$ cat src/rtl/nitta_i2c_pkg.sv
// Shared definitions for the NITTA <-> I2C word/chunk converters.
// Both the serializer and the future assembler size their counters from these helpers.
package nitta_i2c_pkg;

   typedef enum logic {
      ORDER_LSB_FIRST = 1'b0,
      ORDER_MSB_FIRST = 1'b1
   } byte_order_e;

   function automatic int chunk_count(input int data_width, input int chunk_width);
      return data_width / chunk_width;
   endfunction

   // Width able to hold the value N itself, not just N-1.
   function automatic int cnt_width(input int data_width, input int chunk_width);
      return $clog2(chunk_count(data_width, chunk_width) + 1);
   endfunction

endpackage

$ cat src/rtl/nitta_word_fifo.sv
// Small circular FIFO holding NITTA words together with their chunk counts.
module nitta_word_fifo #(
   parameter int WIDTH = 35,
   parameter int DEPTH = 2
) (
   input  logic             clk,
   input  logic             rst,
   input  logic             push,
   input  logic             pop,
   input  logic [WIDTH-1:0] wr_data,
   output logic [WIDTH-1:0] rd_data,
   output logic             full,
   output logic             empty
);

   localparam int ADDR_W = (DEPTH > 1) ? $clog2(DEPTH) : 1;
   localparam int FILL_W = $clog2(DEPTH + 1);

   logic [WIDTH-1:0]  mem [DEPTH];
   logic [ADDR_W-1:0] wr_ptr;
   logic [ADDR_W-1:0] rd_ptr;
   logic [FILL_W-1:0] fill;
   logic              do_push;
   logic              do_pop;

   function automatic logic [ADDR_W-1:0] bump(input logic [ADDR_W-1:0] ptr);
      return (ptr == ADDR_W'(DEPTH - 1)) ? '0 : ptr + 1'b1;
   endfunction

   assign do_push = push && !full;
   assign do_pop  = pop && !empty;
   assign full    = (fill == FILL_W'(DEPTH));
   assign empty   = (fill == '0);
   assign rd_data = mem[rd_ptr];

   always_ff @(posedge clk or negedge rst) begin
      if (!rst) begin
         wr_ptr <= '0;
         rd_ptr <= '0;
         fill   <= '0;
      end else begin
         if (do_push) wr_ptr <= bump(wr_ptr);
         if (do_pop)  rd_ptr <= bump(rd_ptr);
         if (do_push && !do_pop)      fill <= fill + 1'b1;
         else if (do_pop && !do_push) fill <= fill - 1'b1;
      end
   end

   // Storage needs no reset: entries are only read once fill says they are valid.
   always_ff @(posedge clk) begin
      if (do_push) mem[wr_ptr] <= wr_data;
   end

endmodule

$ cat src/rtl/nitta_to_i2c_serializer.sv
// Buffers NITTA words and hands them to the I2C byte engine one chunk per
// rising edge of the engine's ready level.
module nitta_to_i2c_serializer
   import nitta_i2c_pkg::*;
#(
   parameter int DATA_WIDTH  = 32,
   parameter int CHUNK_WIDTH = 8,
   parameter int DEPTH       = 2,
   parameter int MSB_FIRST   = 1,
   localparam int N          = chunk_count(DATA_WIDTH, CHUNK_WIDTH),
   localparam int CNT_W      = cnt_width(DATA_WIDTH, CHUNK_WIDTH)
) (
   input  logic                   clk,
   input  logic                   rst,
   input  logic                   in_valid,
   output logic                   in_ready,
   input  logic [DATA_WIDTH-1:0]  in_data,
   input  logic [CNT_W-1:0]       in_chunks,
   output logic [CHUNK_WIDTH-1:0] out_data,
   output logic                   out_valid,
   input  logic                   out_next,
   output logic                   word_done,
   output logic                   busy
);

   localparam int IDX_W = (N > 1) ? $clog2(N) : 1;
   localparam byte_order_e ORDER = (MSB_FIRST != 0) ? ORDER_MSB_FIRST : ORDER_LSB_FIRST;

   logic [CNT_W-1:0]       push_count;
   logic [CNT_W-1:0]       head_count;
   logic [DATA_WIDTH-1:0]  head_data;
   logic [IDX_W-1:0]       idx;
   logic [CHUNK_WIDTH-1:0] chunk;
   logic                   full;
   logic                   empty;
   logic                   push;
   logic                   pop;
   logic                   next_q;
   logic                   next_edge;
   logic                   last_chunk;

   // A count of zero or anything beyond N means "send the whole word".
   assign push_count = (in_chunks == '0 || in_chunks > CNT_W'(N)) ? CNT_W'(N) : in_chunks;

   assign in_ready   = !full;
   assign push       = in_valid && !full;
   assign out_valid  = !empty;
   assign busy       = !empty;
   assign next_edge  = out_next && !next_q;
   assign last_chunk = (CNT_W'(idx) == head_count - CNT_W'(1));
   assign pop        = next_edge && out_valid && last_chunk;
   assign word_done  = pop;

   nitta_word_fifo #(
      .WIDTH(DATA_WIDTH + CNT_W),
      .DEPTH(DEPTH)
   ) u_fifo (
      .clk    (clk),
      .rst    (rst),
      .push   (push),
      .pop    (pop),
      .wr_data({push_count, in_data}),
      .rd_data({head_count, head_data}),
      .full   (full),
      .empty  (empty)
   );

   // next_q resets high so a ready level held across reset release is not an edge.
   always_ff @(posedge clk or negedge rst) begin
      if (!rst) begin
         next_q <= 1'b1;
         idx    <= '0;
      end else begin
         next_q <= out_next;
         if (next_edge && out_valid) idx <= last_chunk ? '0 : idx + 1'b1;
      end
   end

   if (ORDER == ORDER_MSB_FIRST) begin : g_msb_first
      assign chunk = head_data[DATA_WIDTH-1-int'(idx)*CHUNK_WIDTH -: CHUNK_WIDTH];
   end else begin : g_lsb_first
      assign chunk = head_data[int'(idx)*CHUNK_WIDTH +: CHUNK_WIDTH];
   end

   assign out_data = empty ? '0 : chunk;

endmodule

$ cat config.mk
export PLATFORM = sky130hd
export DESIGN_NAME = nitta_to_i2c_serializer
export DESIGN_NICKNAME = d
export VERILOG_FILES = /design/src/rtl/nitta_i2c_pkg.sv /design/src/rtl/nitta_word_fifo.sv /design/src/rtl/nitta_to_i2c_serializer.sv
export SDC_FILE = /design/constraint.sdc
export NUM_CORES = 1
export LEC_CHECK = 0
export CORE_MARGIN = 2
export CORE_UTILIZATION = 40
export DETAILED_ROUTE_END_ITERATION = 6
export MAX_ROUTING_LAYER = met4
export PLACE_DENSITY_LB_ADDON = 0.3
export SYNTH_ARGS = -nofsm -noshare
export SYNTH_HDL_FRONTEND = slang
export SYNTH_HIERARCHICAL = 1
export SYNTH_SLANG_ARGS = --single-unit
$ cat constraint.sdc
create_clock -name clk -period 2.75 [get_ports clk]
set_input_delay 0.4125 -clock clk [delete_from_list [all_inputs] [get_ports clk]]
set_output_delay 0.4125 -clock clk [all_outputs]
set_load 0.01 [all_outputs]
# Yosys cells after proc, flatten, opt, wreduce, memory -nomap -nowiden
# Memory sizes are Yosys's and may differ from the RTL's.
# Index checks and enable logic that the tools add are counted.
classes:
  n_mul: 0
  reduce_logical: 17
  bitwise_logic: 0
  add_sub_neg: 7
  n_mux: 9
  eq_ne: 2
  n_div: 0
  shift: 1
  order_cmp: 1
op_table:
  columns: ["cell", "n"]
  rows:
  - ["variable part select 39 x 6 -> 8 bit", 1]
  - ["logical AND 1 bit", 8]
  - ["2-to-1 mux 8 bit", 1]
  - ["2-to-1 mux 2 bit", 3]
  - ["subtractor 5 x 5 -> 6 bit (first input constant)", 1]
  - ["logical NOT 1 bit", 5]
  - ["adder 2 x 1 -> 2 bit (second input constant)", 2]
  - ["2-to-1 mux 1 bit", 4]
  - ["equality test 2 x 3 -> 1 bit", 1]
  - ["> comparator 3 bit (second input constant)", 1]
  - ["logical NOT 3 bit", 1]
  - ["2-to-1 mux 3 bit", 1]
  - ["subtractor 3 x 1 -> 3 bit (second input constant)", 1]
  - ["adder 1 bit (second input constant)", 2]
  - ["equality test 2 bit (second input constant)", 1]
  - ["logical NOT 2 bit", 1]
  - ["nonzero test 2 bit", 1]
  - ["subtractor 2 x 1 -> 2 bit (second input constant)", 1]
  - ["logical OR 1 bit", 1]
word_totals:
  reg_bits: 7
  mem_bits_rw: 70
  rom_bits: 0
  mem_count: 1
  wordCells: 43
  in_bits: 39
  out_inout_bits: 12
  latch_bits: 0
memory_table:
  columns: ["name", "words", "word_bits", "rd", "rd_clocked_by_memory_dff", "write_ports", "line", "text"]
  rows:
  - ["u_fifo.mem", 2, 35, 1, 0, 1, "nitta_word_fifo.sv:19", "logic [WIDTH-1:0] mem [DEPTH];"]

# Logic depth before layout (Yosys ltp)
logic_depth:
  depth_word: 8
  depth_mapped: 12
  ltp_nobuf: 10

# Cells and area by module
# The synthesis kept the hierarchy.
by_module_without_submodules:
  columns: ["mod", "n_inst", "cells_per_inst", "area_each_um2", "seq_area_each_um2"]
  rows:
  - ["nitta_word_fifo", 1, 128, 2872.8, 2202.1]
  - ["nitta_to_i2c_serializer", 1, 49, 509.2, 76.3]

# Least setup slack after synthesis
# No wires, ideal clock.
synth_path:
  path_type: "register -> register"
  start: "reg u_fifo.rd_ptr"
  end: "reg u_fifo.fill[1]"
  path_stages_with_launch: 13
  arrival_time_ns: 2.714
  required_time_ns: 2.671
  slack_ns: -0.044
  setup_ns: 0.079
  path_cell_list: "dfrtp_1 buf_6 buf_12 mux2_4 inv_1 ha_1 xnor2_1 nor4_1 o21ai_1 ha_1 xor2_1 nor2_1 xor2_1"
synth_via:
  elab_chain_len: 8
  elab_cells_between_ends: 10
  classes_between: "1 x add/sub; 1 x eq/ne; 1 x mux; 6 x reduce/logical; 1 x memory"
synth_lines:
  columns: ["item", "line", "text"]
  rows:
  - ["start, declared", "nitta_word_fifo.sv:21", "logic [ADDR_W-1:0] rd_ptr;"]
  - ["start signal, assigned", "nitta_word_fifo.sv:43", "if (do_pop) rd_ptr <= bump(rd_ptr);"]
  - ["memory read (2 x 35 bit) *", null, null]
  - ["net head_count[0]", "nitta_to_i2c_serializer.sv:30", "logic [CNT_W-1:0] head_count;"]
  - ["subtractor 3 x 1 -> 3 bit *", "nitta_to_i2c_serializer.sv:50", "assign last_chunk = (CNT_W'(idx) == head_count - CNT_W'(1));"]
  - ["equality test 2 x 3 -> 1 bit *", "nitta_to_i2c_serializer.sv:50", null]
  - ["logical AND 1 bit *", "nitta_to_i2c_serializer.sv:51", "assign pop = next_edge && out_valid && last_chunk;"]
  - ["net word_done", "nitta_to_i2c_serializer.sv:22", "output logic word_done,"]
  - ["logical AND 1 bit *", "nitta_word_fifo.sv:31", "assign do_pop = pop && !empty;"]
  - ["logical NOT 1 bit", "nitta_word_fifo.sv:44", "if (do_push && !do_pop) fill <= fill + 1'b1;"]
  - ["logical AND 1 bit", "nitta_word_fifo.sv:44", null]
  - ["2-to-1 mux 2 bit / nonzero test 2 bit (equally long branches)", null, null]
  - ["end signal, assigned", "nitta_word_fifo.sv:44", null]
  - ["end signal, assigned", "nitta_word_fifo.sv:45", "else if (do_pop && !do_push) fill <= fill - 1'b1;"]
  - ["end, declared", "nitta_word_fifo.sv:22", "logic [FILL_W-1:0] fill;"]
# The timed path passes the listed nets; every way through them passes the cells marked *.
# A chain may end at the register's enable or synchronous reset.

# Worst setup path in the final report
layout_path:
  start: "reg u_fifo.rd_ptr"
  end: "out out_data[0]"
layout_via:
  elab_chain_len: 3
layout_lines:
  columns: ["item", "line", "text"]
  rows:
  - ["memory read (2 x 35 bit)", null, null]
  - ["net head_data[8]", "nitta_to_i2c_serializer.sv:31", "logic [DATA_WIDTH-1:0] head_data;"]
  - ["variable part select 39 x 6 -> 8 bit", "nitta_to_i2c_serializer.sv:80", "assign chunk = head_data[DATA_WIDTH-1-int'(idx)*CHUNK_WIDTH -: CHUNK_WIDTH];"]
  - ["2-to-1 mux 8 bit", "nitta_to_i2c_serializer.sv:85", "assign out_data = empty ? '0 : chunk;"]
  - ["end, declared", "nitta_to_i2c_serializer.sv:19", "output logic [CHUNK_WIDTH-1:0] out_data,"]
# The timed path passes the listed nets, and every way through them passes these cells.

==> results by group <==
Synth
  • Most frequent cell after synthesis: edfxtp_1
  • Ys Warns: 6
  • Main synth FF type: edfxtp_1
  • Seq/Total Area, Yosys: 0.674
  • Top cells by count, synth: edfxtp_1 (70), mux2_4 (29), inv_1 (10)
  • Synth area leaders: edfxtp_1 (62%), mux2_4 (13%), mux4_2 (4.7%), dfrtp_1 (4.4%), mux2_2 (2.0%)
  • Cell Area, Synth: 3380 um^2
  • Syn nets: 219
  • Yosys reg bits: 77
  • Synth top area share: 0.622
  • Ys async rst share: 0.0909
  • Post-synth cell types: 29
  • Syn Area/Cell: 19.1 um^2
  • Synth Instances: 177
  • Cell taking the most area after synthesis: edfxtp_1
  • Number of flops mapped to enable cells by yosys: 70

Clock tree
  • Clock transition at the registers of the reported paths: 70 ps
  • Num CTS Buffers: 9
  • CTS tree: yes
  • H-tree levels: 3
  • Clk sink count: 77
  • Root buf cell: clkbuf_8
  • Max Buffers Root-to-Sink: 2
  • Hold_buf cts: 0
  • Worst skew pair latency: 340 ps

Route
  • Drt total wl: 5460 um
  • DRT Pass-1 Iters: 4
  • DRC: 0
  • DR vias/cell: 4.79
  • Initial drt markers: 86
  • Routed Antenna Nets: 0
  • Via count: 1,666
  • Wirelength per Cell: 15.7 um

STA
  • Final WS setup: 68.5 ps
  • Final hold slack: 340 ps
  • Worst-Margin Slew: 672 ps
  • Final setup viols: 0
  • Max transition margin: 0.552
  • Fin. Hold Viols: 0
  • Setup Skew: 6.28 ps
  • Final Slew Violations: 0
  • Tcrit/Tclk final: 0.975
  • Max Clk Rate: 373 MHz
  • RSZ-0062 raised after global routing: no
  • Min cycle time layout: 2680 ps

Floorplan
  • FP Rows: 33
  • Initial Utilization: 0.412
  • Die area: 9210 um^2
  • Ports: 51
  • Die width: 96.0 um
  • Core Area: 8220 um^2
  • DIE HEIGHT: 96.0 um

Cells and area
  • Multi-input logic area: 1000 um^2
  • Diode count: 0
  • Post-layout instance area: 4290 um^2
  • Nets: 281
  • Final Instance Count excl. Fillers: 348
  • Register area: 2280 um^2
  • Fillers: 676
  • Post-Route Utilization: 0.522
  • Layout cells sized above 1: 0.309
  • Synthesis-to-finish area growth: 26.8%

Worst setup path
  • Buf/Inv on CP: 3
  • Worst r2r dst: u_fifo/fill[1]
  • Largest stage delay, worst path: 450 ps
  • Critical path class: flip-flop to output port
  • Type of origin of the critical path: flip-flop
  • Delay-heaviest family, CP: multiplexers
  • Reg2reg path depth: 10
  • Worst R2R Start: u_fifo/rd_ptr
  • Worst reg2reg setup slack: 250 ps
  • Critical path data arrival time: 2270 ps
  • Critical Path End Type: output port
  • Cell chain of the critical path: buf_4 > buf_16 > mux2_4 > mux4_2 > and2_1 > dlygate4sd2_1
  • CP Data Required Time: 2340 ps
  • Slowest-stage cell, CP: mux4_2
  • CP Max Fanout: 16

Global route
  • GRT Total Usage: 0.136
  • First-pass GRT wire length: 8540 um
  • Grt ovf: 0
  • Antenna violations before repair: 0
  • Vias in the first global route: 1,685
  • Largest net degree at the start of global routing: 36

Power
  • Worst VDD drop: 0.457 mV
  • Pwr/cell area: 1060 nW/um^2
  • Clock share of power: 0.214
  • Leak pwr: 1.57 nW
  • Internal: 3.25 mW
  • Switch share: 0.283
  • Power share of the combinational group: 0.401
  • Sequential Power Share: 0.385
  • Net Switching: 1.28 mW

Flow run
  • Max Cap Viol: 0

Placement
  • IO Port Bufs: 50
  • Post-Place Worst Slack: 19.7 ps
  • Placed insts: 329
  • Post-DP Area: 4000 um^2
  • Routability cong.: 0.752
  • DP HPWL: 3330 um

Min path
  • HP Class: input pin to async pin

Run status
  • Status: complete, no violations
## layout make-up
type	count	area share
inverters	10	0.00875
clock inverters	6	0.0239
flip-flops and latches	77	0.532
multi-input cells	83	0.234
well taps	105	0.0306
clock buffers	9	0.0289
repair buffers	58	0.143
## stage by stage
step | power, mW | setup TNS, ps
after floorplan | 3.02 | 0
after global placement | 3.52 | 0
after detailed placement | 3.53 | 0
after CTS | 4.50 | -17.1
after global routing | 4.79 | 0
final | 4.53 | 0
## kinds of logic after synthesis
logic type                 Yosys count  share of synthesized area
AOI/OAI and AO/OA                    5                     0.0107
adders and majority gates            3                     0.0111
xor gates and xnor gates             8                     0.0207
muxes                               43                      0.203
DFF                                 77                      0.674
buffers and inverters               17                     0.0392
and+or+nand+nor                     24                     0.0414
## state kept, by name, indices dropped and copies added, names as in the netlist
register,cells
u_fifo/fill,2
next_q,1
u_fifo/rd_ptr,1
u_fifo/wr_ptr,1
u_fifo/mem,70
idx,2
## power groups by stage
stage / sequential, mW / clock [mW] / combinational (mW)
floorplan: 1.72 / 0 / 1.30
global placement: 1.77 / 0 / 1.75
detailed placement: 1.78 / 0 / 1.76
CTS: 1.76 / 0.999 / 1.75
global route: 1.77 / 1.05 / 1.97
finish: 1.74 / 0.970 / 1.81
## worst max-delay path by stage
stage	from	end	slack, ps	cells past startpoint
after floorplan	u_fifo/fill[0]	u_fifo/mem[0][0]	20	5
after detailed placement	out_next	word_done	20	4
after CTS	u_fifo/rd_ptr	word_done	-20	7
final	u_fifo/rd_ptr	out_data[0]	70	6
after global routing	u_fifo/rd_ptr	out_data[0]	6	6
after global placement	out_next	word_done	110	4
## cells in the final DEF (no fill, tap or decap), drive strengths merged, types with 2 or more instances in the layout
master         count
dfrtp              6
edfxtp            70
nor2b              4
inv               10
o311ai             3
clkbuf             9
nor2               3
and2               8
xor2               3
xnor2              5
o21ai              2
bufinv             3
clkdlybuf4s15      7
ha                 3
mux2              35
clkinv             3
nand2              2
clkdlybuf4s50     41
mux4               8
buf                9
## layer usage
metal	vias up	track usage	share of wire
met5	-	-	0
met4	0	0.0500	0.016
met3	9	0.0439	0.054
met2	44	0.227	0.52
met1	818	0.154	0.41
li1	795	-	-
## worst register-to-register path: cells and delay by family, from the launching register on
family / cells / cell delay [ps]
flip-flops: 1 / 420
AND/OR/NAND/NOR: 2 / 470
buffers and inverters: 2 / 240
multiplexers: 1 / 310
XOR/XNOR: 2 / 290
adder cells (fa/ha/maj): 2 / 540
AO/OA/AOI/OAI: 1 / 160
## timing repair
| action | CTS | global route |
|---|---|---|
| gates resized for setup | 13 | 11 |
| gates cloned | 1 | 0 |
| endpoints found under the setup margin | 9 | 3 |
| pin swaps | 1 | 1 |
| buffers inserted | 1 | 2 |
Note: power is estimated with default switching activity, not from simulation.
